### src/rtl/fetch_ctrl_pkg.sv
// Shared encodings for the fetch sequencer slice.
// Contents:
//   - pc_place source codes consumed by the fetch-stage PC mux.
//   - pc_select increment codes.
//   - FSM state encoding.
//   - Interrupt index and cycle-counter widths.
package fetch_ctrl_pkg;

  localparam int IDX_W = 3;
  localparam int CNT_W = 4;

  localparam logic [3:0] PLACE_SEQ   = 4'd0;
  localparam logic [3:0] PLACE_IVT   = 4'd5;
  localparam logic [3:0] PLACE_RET   = 4'd6;
  localparam logic [3:0] PLACE_CALL  = 4'd7;
  localparam logic [3:0] PLACE_RESET = 4'd8;

  localparam logic [1:0] SEL_HOLD = 2'b00;
  localparam logic [1:0] SEL_2    = 2'b01;
  localparam logic [1:0] SEL_4    = 2'b10;

  typedef enum logic [1:0] {
    ST_BOOT     = 2'd0,
    ST_RUN      = 2'd1,
    ST_INT_SAVE = 2'd2,
    ST_INT_JUMP = 2'd3
  } fetch_state_e;

endpackage

### src/rtl/fetch_sequencer_if.sv
// Control bundle between the fetch sequencer and the surrounding pipeline.
// Modports:
//   - master: the sequencer. It takes hazard/execute/interrupt controls
//     (stall, inst_is_32, call_taken, ret_taken, int_req, int_index_in) and
//     drives the fetch controls (pc_place, pc_select, index, enable_buf,
//     flush, save_pc, int_ack).
//   - slave: the pipeline side, with the opposite directions.
interface fetch_sequencer_if;
  import fetch_ctrl_pkg::*;

  logic             stall;
  logic             inst_is_32;
  logic             call_taken;
  logic             ret_taken;
  logic             int_req;
  logic [IDX_W-1:0] int_index_in;
  logic [3:0]       pc_place;
  logic [1:0]       pc_select;
  logic [IDX_W-1:0] index;
  logic             enable_buf;
  logic             flush;
  logic             save_pc;
  logic             int_ack;

  modport master (
    input  stall, inst_is_32, call_taken, ret_taken, int_req, int_index_in,
    output pc_place, pc_select, index, enable_buf, flush, save_pc, int_ack
  );

  modport slave (
    output stall, inst_is_32, call_taken, ret_taken, int_req, int_index_in,
    input  pc_place, pc_select, index, enable_buf, flush, save_pc, int_ack
  );
endinterface

### src/rtl/fetch_int_latch.sv
// Pending-interrupt flag and latched vector index.
// Ports:
//   - clk, reset: clock and asynchronous active-low reset.
//   - set_pend / clr_pend: set or clear the pending flag. Clear has priority,
//     so an accepted jump always retires exactly one interrupt.
//   - load_idx, idx_in: capture a new vector index.
//   - pending, index: registered flag and index.
module fetch_int_latch
  import fetch_ctrl_pkg::*;
(
  input  logic             clk,
  input  logic             reset,
  input  logic             set_pend,
  input  logic             clr_pend,
  input  logic             load_idx,
  input  logic [IDX_W-1:0] idx_in,
  output logic             pending,
  output logic [IDX_W-1:0] index
);

  always_ff @(posedge clk or negedge reset) begin
    if (!reset) begin
      pending <= 1'b0;
      index   <= '0;
    end else begin
      if (clr_pend)      pending <= 1'b0;
      else if (set_pend) pending <= 1'b1;
      if (load_idx)      index   <= idx_in;
    end
  end

endmodule

### src/rtl/fetch_sequencer.sv
// Fetch-stage control FSM.
// Each cycle it picks the PC source (pc_place), the increment size
// (pc_select) and the fetch/decode buffer enable. It covers:
//   - boot from the reset vector;
//   - sequential advance by instruction size;
//   - stalls;
//   - call/return redirects;
//   - interrupt entry through the IVT.
// Ports:
//   - clk, reset: clock and asynchronous active-low reset.
//   - bus: fetch_sequencer_if master modport carrying all control signals.
module fetch_sequencer
  import fetch_ctrl_pkg::*;
#(
  parameter int BOOT_CYCLES     = 2,
  parameter int INT_SAVE_CYCLES = 2
) (
  input  logic               clk,
  input  logic               reset,
  fetch_sequencer_if.master  bus
);

  localparam logic [CNT_W-1:0] BOOT_LAST = CNT_W'(BOOT_CYCLES - 1);
  localparam logic [CNT_W-1:0] SAVE_LAST = CNT_W'(INT_SAVE_CYCLES - 1);

  fetch_state_e     state_q, state_d;
  logic [CNT_W-1:0] cnt_q, cnt_d;
  logic             set_pend, clr_pend, load_idx;
  logic             pending;
  logic [IDX_W-1:0] index;
  logic [3:0]       place;
  logic [1:0]       sel;
  logic             enable_buf, flush, save_pc, int_ack;

  fetch_int_latch u_int_latch (
    .clk      (clk),
    .reset    (reset),
    .set_pend (set_pend),
    .clr_pend (clr_pend),
    .load_idx (load_idx),
    .idx_in   (bus.int_index_in),
    .pending  (pending),
    .index    (index)
  );

  always_ff @(posedge clk or negedge reset) begin
    if (!reset) begin
      state_q <= ST_BOOT;
      cnt_q   <= '0;
    end else begin
      state_q <= state_d;
      cnt_q   <= cnt_d;
    end
  end

  always_comb begin
    state_d    = state_q;
    cnt_d      = cnt_q;
    place      = PLACE_SEQ;
    sel        = SEL_HOLD;
    enable_buf = 1'b0;
    flush      = 1'b0;
    save_pc    = 1'b0;
    int_ack    = 1'b0;
    set_pend   = 1'b0;
    clr_pend   = 1'b0;
    load_idx   = 1'b0;

    case (state_q)
      ST_BOOT: begin
        place    = PLACE_RESET;
        set_pend = bus.int_req;
        load_idx = bus.int_req;
        if (cnt_q == BOOT_LAST) begin
          state_d = ST_RUN;
          cnt_d   = '0;
        end else begin
          cnt_d = cnt_q + 1'b1;
        end
      end

      ST_RUN: begin
        if (bus.ret_taken || bus.call_taken) begin
          // A redirect wins over interrupt entry; a coincident request is
          // parked as pending and taken on the next redirect-free cycle.
          place      = bus.ret_taken ? PLACE_RET : PLACE_CALL;
          flush      = 1'b1;
          enable_buf = 1'b1;
          set_pend   = bus.int_req;
          load_idx   = bus.int_req;
        end else if (pending || bus.int_req) begin
          state_d  = ST_INT_SAVE;
          cnt_d    = '0;
          flush    = 1'b1;
          load_idx = bus.int_req;
        end else if (!bus.stall) begin
          sel        = bus.inst_is_32 ? SEL_4 : SEL_2;
          enable_buf = 1'b1;
        end
      end

      ST_INT_SAVE: begin
        save_pc  = 1'b1;
        set_pend = bus.int_req;
        // The counter freezes under stall so the push always gets its full
        // number of productive cycles.
        if (!bus.stall) begin
          if (cnt_q == SAVE_LAST) begin
            state_d = ST_INT_JUMP;
            cnt_d   = '0;
          end else begin
            cnt_d = cnt_q + 1'b1;
          end
        end
      end

      ST_INT_JUMP: begin
        place = PLACE_IVT;
        if (bus.stall) begin
          set_pend = bus.int_req;
        end else begin
          enable_buf = 1'b1;
          int_ack    = 1'b1;
          clr_pend   = 1'b1;
          state_d    = ST_RUN;
        end
      end

      default: begin
        state_d = ST_BOOT;
        cnt_d   = '0;
      end
    endcase
  end

  assign bus.pc_place   = place;
  assign bus.pc_select  = sel;
  assign bus.index      = index;
  assign bus.enable_buf = enable_buf;
  assign bus.flush      = flush;
  assign bus.save_pc    = save_pc;
  assign bus.int_ack    = int_ack;

endmodule

### src/flat_wrapper.sv
// flat-port wrapper written by rule: the top's interface ports become plain ports
module fetch_sequencer_flat import fetch_ctrl_pkg::*;
#(
  parameter int BOOT_CYCLES     = 2,
  parameter int INT_SAVE_CYCLES = 2
)
  (clk, reset, bus_stall, bus_inst_is_32, bus_call_taken, bus_ret_taken, bus_int_req, bus_int_index_in, bus_pc_place, bus_pc_select, bus_index, bus_enable_buf, bus_flush, bus_save_pc, bus_int_ack);
  fetch_sequencer_if bus_i ();
  input  logic clk;
  input  logic reset;
  input wire logic [$bits(bus_i.stall)-1:0] bus_stall;
  input wire logic [$bits(bus_i.inst_is_32)-1:0] bus_inst_is_32;
  input wire logic [$bits(bus_i.call_taken)-1:0] bus_call_taken;
  input wire logic [$bits(bus_i.ret_taken)-1:0] bus_ret_taken;
  input wire logic [$bits(bus_i.int_req)-1:0] bus_int_req;
  input wire logic [$bits(bus_i.int_index_in)-1:0] bus_int_index_in;
  output wire logic [$bits(bus_i.pc_place)-1:0] bus_pc_place;
  output wire logic [$bits(bus_i.pc_select)-1:0] bus_pc_select;
  output wire logic [$bits(bus_i.index)-1:0] bus_index;
  output wire logic [$bits(bus_i.enable_buf)-1:0] bus_enable_buf;
  output wire logic [$bits(bus_i.flush)-1:0] bus_flush;
  output wire logic [$bits(bus_i.save_pc)-1:0] bus_save_pc;
  output wire logic [$bits(bus_i.int_ack)-1:0] bus_int_ack;
  assign bus_i.stall = bus_stall;
  assign bus_i.inst_is_32 = bus_inst_is_32;
  assign bus_i.call_taken = bus_call_taken;
  assign bus_i.ret_taken = bus_ret_taken;
  assign bus_i.int_req = bus_int_req;
  assign bus_i.int_index_in = bus_int_index_in;
  assign bus_pc_place = bus_i.pc_place;
  assign bus_pc_select = bus_i.pc_select;
  assign bus_index = bus_i.index;
  assign bus_enable_buf = bus_i.enable_buf;
  assign bus_flush = bus_i.flush;
  assign bus_save_pc = bus_i.save_pc;
  assign bus_int_ack = bus_i.int_ack;
  fetch_sequencer #(.BOOT_CYCLES(BOOT_CYCLES), .INT_SAVE_CYCLES(INT_SAVE_CYCLES)) u_core (.clk(clk), .reset(reset), .bus(bus_i));
endmodule
### config.mk
export PLATFORM = sky130hd
export DESIGN_NAME = fetch_sequencer_flat
export DESIGN_NICKNAME = d
export VERILOG_FILES = /design/src/rtl/fetch_ctrl_pkg.sv /design/src/rtl/fetch_sequencer_if.sv /design/src/rtl/fetch_int_latch.sv /design/src/rtl/fetch_sequencer.sv /design/src/flat_wrapper.sv
export SDC_FILE = /design/constraint.sdc
export NUM_CORES = 1
export LEC_CHECK = 0
export ABC_CLOCK_PERIOD_IN_PS = 4300
export CORE_UTILIZATION = 45
export CTS_CLUSTER_SIZE = 16
export DETAILED_ROUTE_END_ITERATION = 8
export DONT_BUFFER_PORTS = 1
export GPL_TIMING_DRIVEN = 0
export SLEW_MARGIN = 20
export SYNTH_ARGS = -nofsm -noshare
export SYNTH_HDL_FRONTEND = slang
export SYNTH_SLANG_ARGS = --single-unit
export TNS_END_PERCENT = 50
### constraint.sdc
create_clock -name clk -period 4.3 [get_ports clk]
set_input_delay 0.86 -clock clk [delete_from_list [all_inputs] [get_ports clk]]
set_output_delay 0.86 -clock clk [all_outputs]
set_load 0.05 [all_outputs]
==> results.json <==
{
  "status": "finished, final reports clean",
  "grt.overflow.total": 0,
  "hold_slack_ns": 0.2755,
  "layout-drive-gt1-share": 0.2083,
  "port_buffers": 0,
  "ctsHoldBuffers": 0,
  "layout.nets": 92,
  "crit_chain": "ha_1 -> nor2b_1 -> a21o_1",
  "firstDrtPassIters": 4,
  "post_cts_resized": 0,
  "die_area_mm2": 0.001716,
  "synth_adder_area_share": 0.1610,
  "rsz0062_at_grt": "no",
  "ant_nets": 0,
  "syn_area_per_cell_um2": 10.29,
  "core_mm2": 0.001366,
  "initial_core_util": 0.5119,
  "h-tree-depth": 1,
  "syn-num-nets": 87,
  "cp_num_buf_inv": 0,
  "layout_min_cycle_time_ns": 3.033,
  "fin_skew_ns": 0.006754,
  "cap_violations": 0,
  "grt_pass1_wl_mm": 2.297,
  "synth_top_family_by_area": "simple AND/OR/NAND/NOR gates",
  "synth_most_common_cell": "dfrtp_1",
  "crit_slowest_cell": "nor2b_1",
  "slew_headroom": 0.2977,
  "tightest_slew_ns": 1.051,
  "yosys-top-cells-count": "10 x dfrtp_1, 9 x ha_1, 5 x a21o_1, 5 x nor2_1, 4 x inv_1",
  "syn_area_um2": 699.4,
  "finalCritPeriodShare": 0.7052,
  "fmax_ghz": 0.3298,
  "gp_congestion": 0.6482,
  "cts_buffer_depth": 2,
  "cts_tree": "built",
  "setup_viol": 0,
  "crit_required_ns": 3.44,
  "numCtsBuffers": 3,
  "clk_latency_ns": 0.27,
  "cp_max_fo": 6,
  "drt_iter0_markers": 17,
  "synth-warning-count": 0,
  "area_delta_synth_final_pct": 8.587,
  "synth.top_cell.area_share": 0.3578,
  "synth_xor_area_frac": 0,
  "synthMuxAreaShare": 0.07871,
  "path_delay_family": "simple AND/OR/NAND/NOR gates",
  "ys_types": 31,
  "clkTransAtPathRegs_ns": 0.07,
  "grt_pass1_vias": 518,
  "die_w_um": 41.43,
  "yosysTopAreaCell": "dfrtp_1",
  "vias": 499,
  "ys_ff_latch": 10,
  "fin_setup_tns_ns": 0,
  "synth_compound_area_frac": 0.1753,
  "post_cts.repair.setup_buffers": 0,
  "root_buffer": "clkbuf_4",
  "slowest_delay_ns": 0.83,
  "yosys.area_share.simple": 0.1986,
  "slew_violations": 0,
  "diodes": 0,
  "vias_per_cell": 5.736,
  "clock_sinks": 10,
  "core.rowCount": 13,
  "gr-usage-all-layers": 0.1772,
  "antenna_found_initial": 0,
  "path_class": "flip-flop to output pin",
  "ys.flop_type": "dfrtp_1",
  "wl_per_cell_um": 13.84,
  "hold_viol_final": 0,
  "synth_edf_count": 0,
  "cp-start-kind": "flip-flop",
  "routed_wl_mm": 1.204,
  "seq_area_frac_synth": 0.3578,
  "critPathArrivalTime_ns": 2.17,
  "hp-class": "input pin to async pin",
  "grt_max_degree": 11,
  "yosys-top-cells-area": "dfrtp_1 36%, ha_1 16%, a21o_1 5.4%, mux2_2 4.8%, nor2_1 2.7%",
  "die_h_um": 41.43,
  "dpl.hpwl_um": 924.9,
  "cp-end-kind": "output pin",
  "netlist_instances": 68,
  "num_io_pins": 23,
  "drc": 0,
  "postSynth.asyncResetShare": 1.000
}
worst paths after layout:
path	startpoint	endpoint	slack, ns	depth (start not counted)
max	u_core.state_q[0]	bus_enable_buf	1.27	3
min reg2reg	u_core.cnt_q[1]	u_core.cnt_q[1]	0.54	1
max reg2reg	u_core.state_q[0]	u_core.state_q[1]	2.31	6
min in group clk	u_core.cnt_q[1]	u_core.cnt_q[1]	0.54	1
max in group asynchronous	reset	u_core.state_q[1]	3.95	0
min	reset	u_core.u_int_latch.pending	0.28	0
metrics by stage:
stage          utilization  cells  worst slack, ns  cell area [um^2]
3_5_place_dp        0.5293     83            1.356             723.2
4_1_cts             0.5559     87            1.232             759.5
6_report            0.5559     87            1.267             759.5
3_3_place_gp        0.5256     83            1.160             718.2
2_1_floorplan            -     68            1.271             699.4
5_1_grt             0.5559     87            1.153             759.5
per-layer routing:
| layer | vias to the layer above | share of wire | GRT usage |
|---|---|---|---|
| li1 | 250 | - | - |
| met1 | 234 | 0.47 | 0.2194 |
| met2 | 15 | 0.47 | 0.2719 |
| met3 | 0 | 0.060 | 0.08261 |
| met4 | 0 | 0 | 0.05806 |
| met5 | - | 0 | 0 |
sequential cells by signal (all words and copies together) (netlist names):
signal and cells:
u_core.cnt_q 4, u_core.u_int_latch.pending 1, u_core.u_int_latch.index 3, u_core.state_q 2
cell usage in the layout, fill, tap and decap left out, types with 2 or more instances in the layout:
master	synthesis	layout
nor3_1	2	2
o21ai_1	2	4
a21o_1	5	5
dfrtp_1	10	10
inv_1	4	4
a21oi_1	2	2
nor2_1	5	5
clkbuf_4	0	3
nor3b_2	1	2
ha_1	9	9
mux2_2	3	3
nand2_1	2	2
cell families (layout without fill, tap and decap cells):
| group | count (synthesis) | count (layout) |
|---|---|---|
| and+or+nand+nor | 21 | 21 |
| AOI/OAI and AO/OA | 18 | 18 |
| DFF | 10 | 10 |
| adders and majority gates | 9 | 9 |
| muxes | 5 | 5 |
| buffers and inverters | 5 | 9 |
cell type report:
class	count	area [um^2]
fill	124	606.8
clock buffer	4	36.28
inverter	4	15.01
tap	15	18.77
sequential	10	250.2
buffer	1	5.005
multi-input combinational	53	434.2
Power is not shown: default switching activity piles up to over one toggle a cycle in this logic, so the estimate is an artifact.
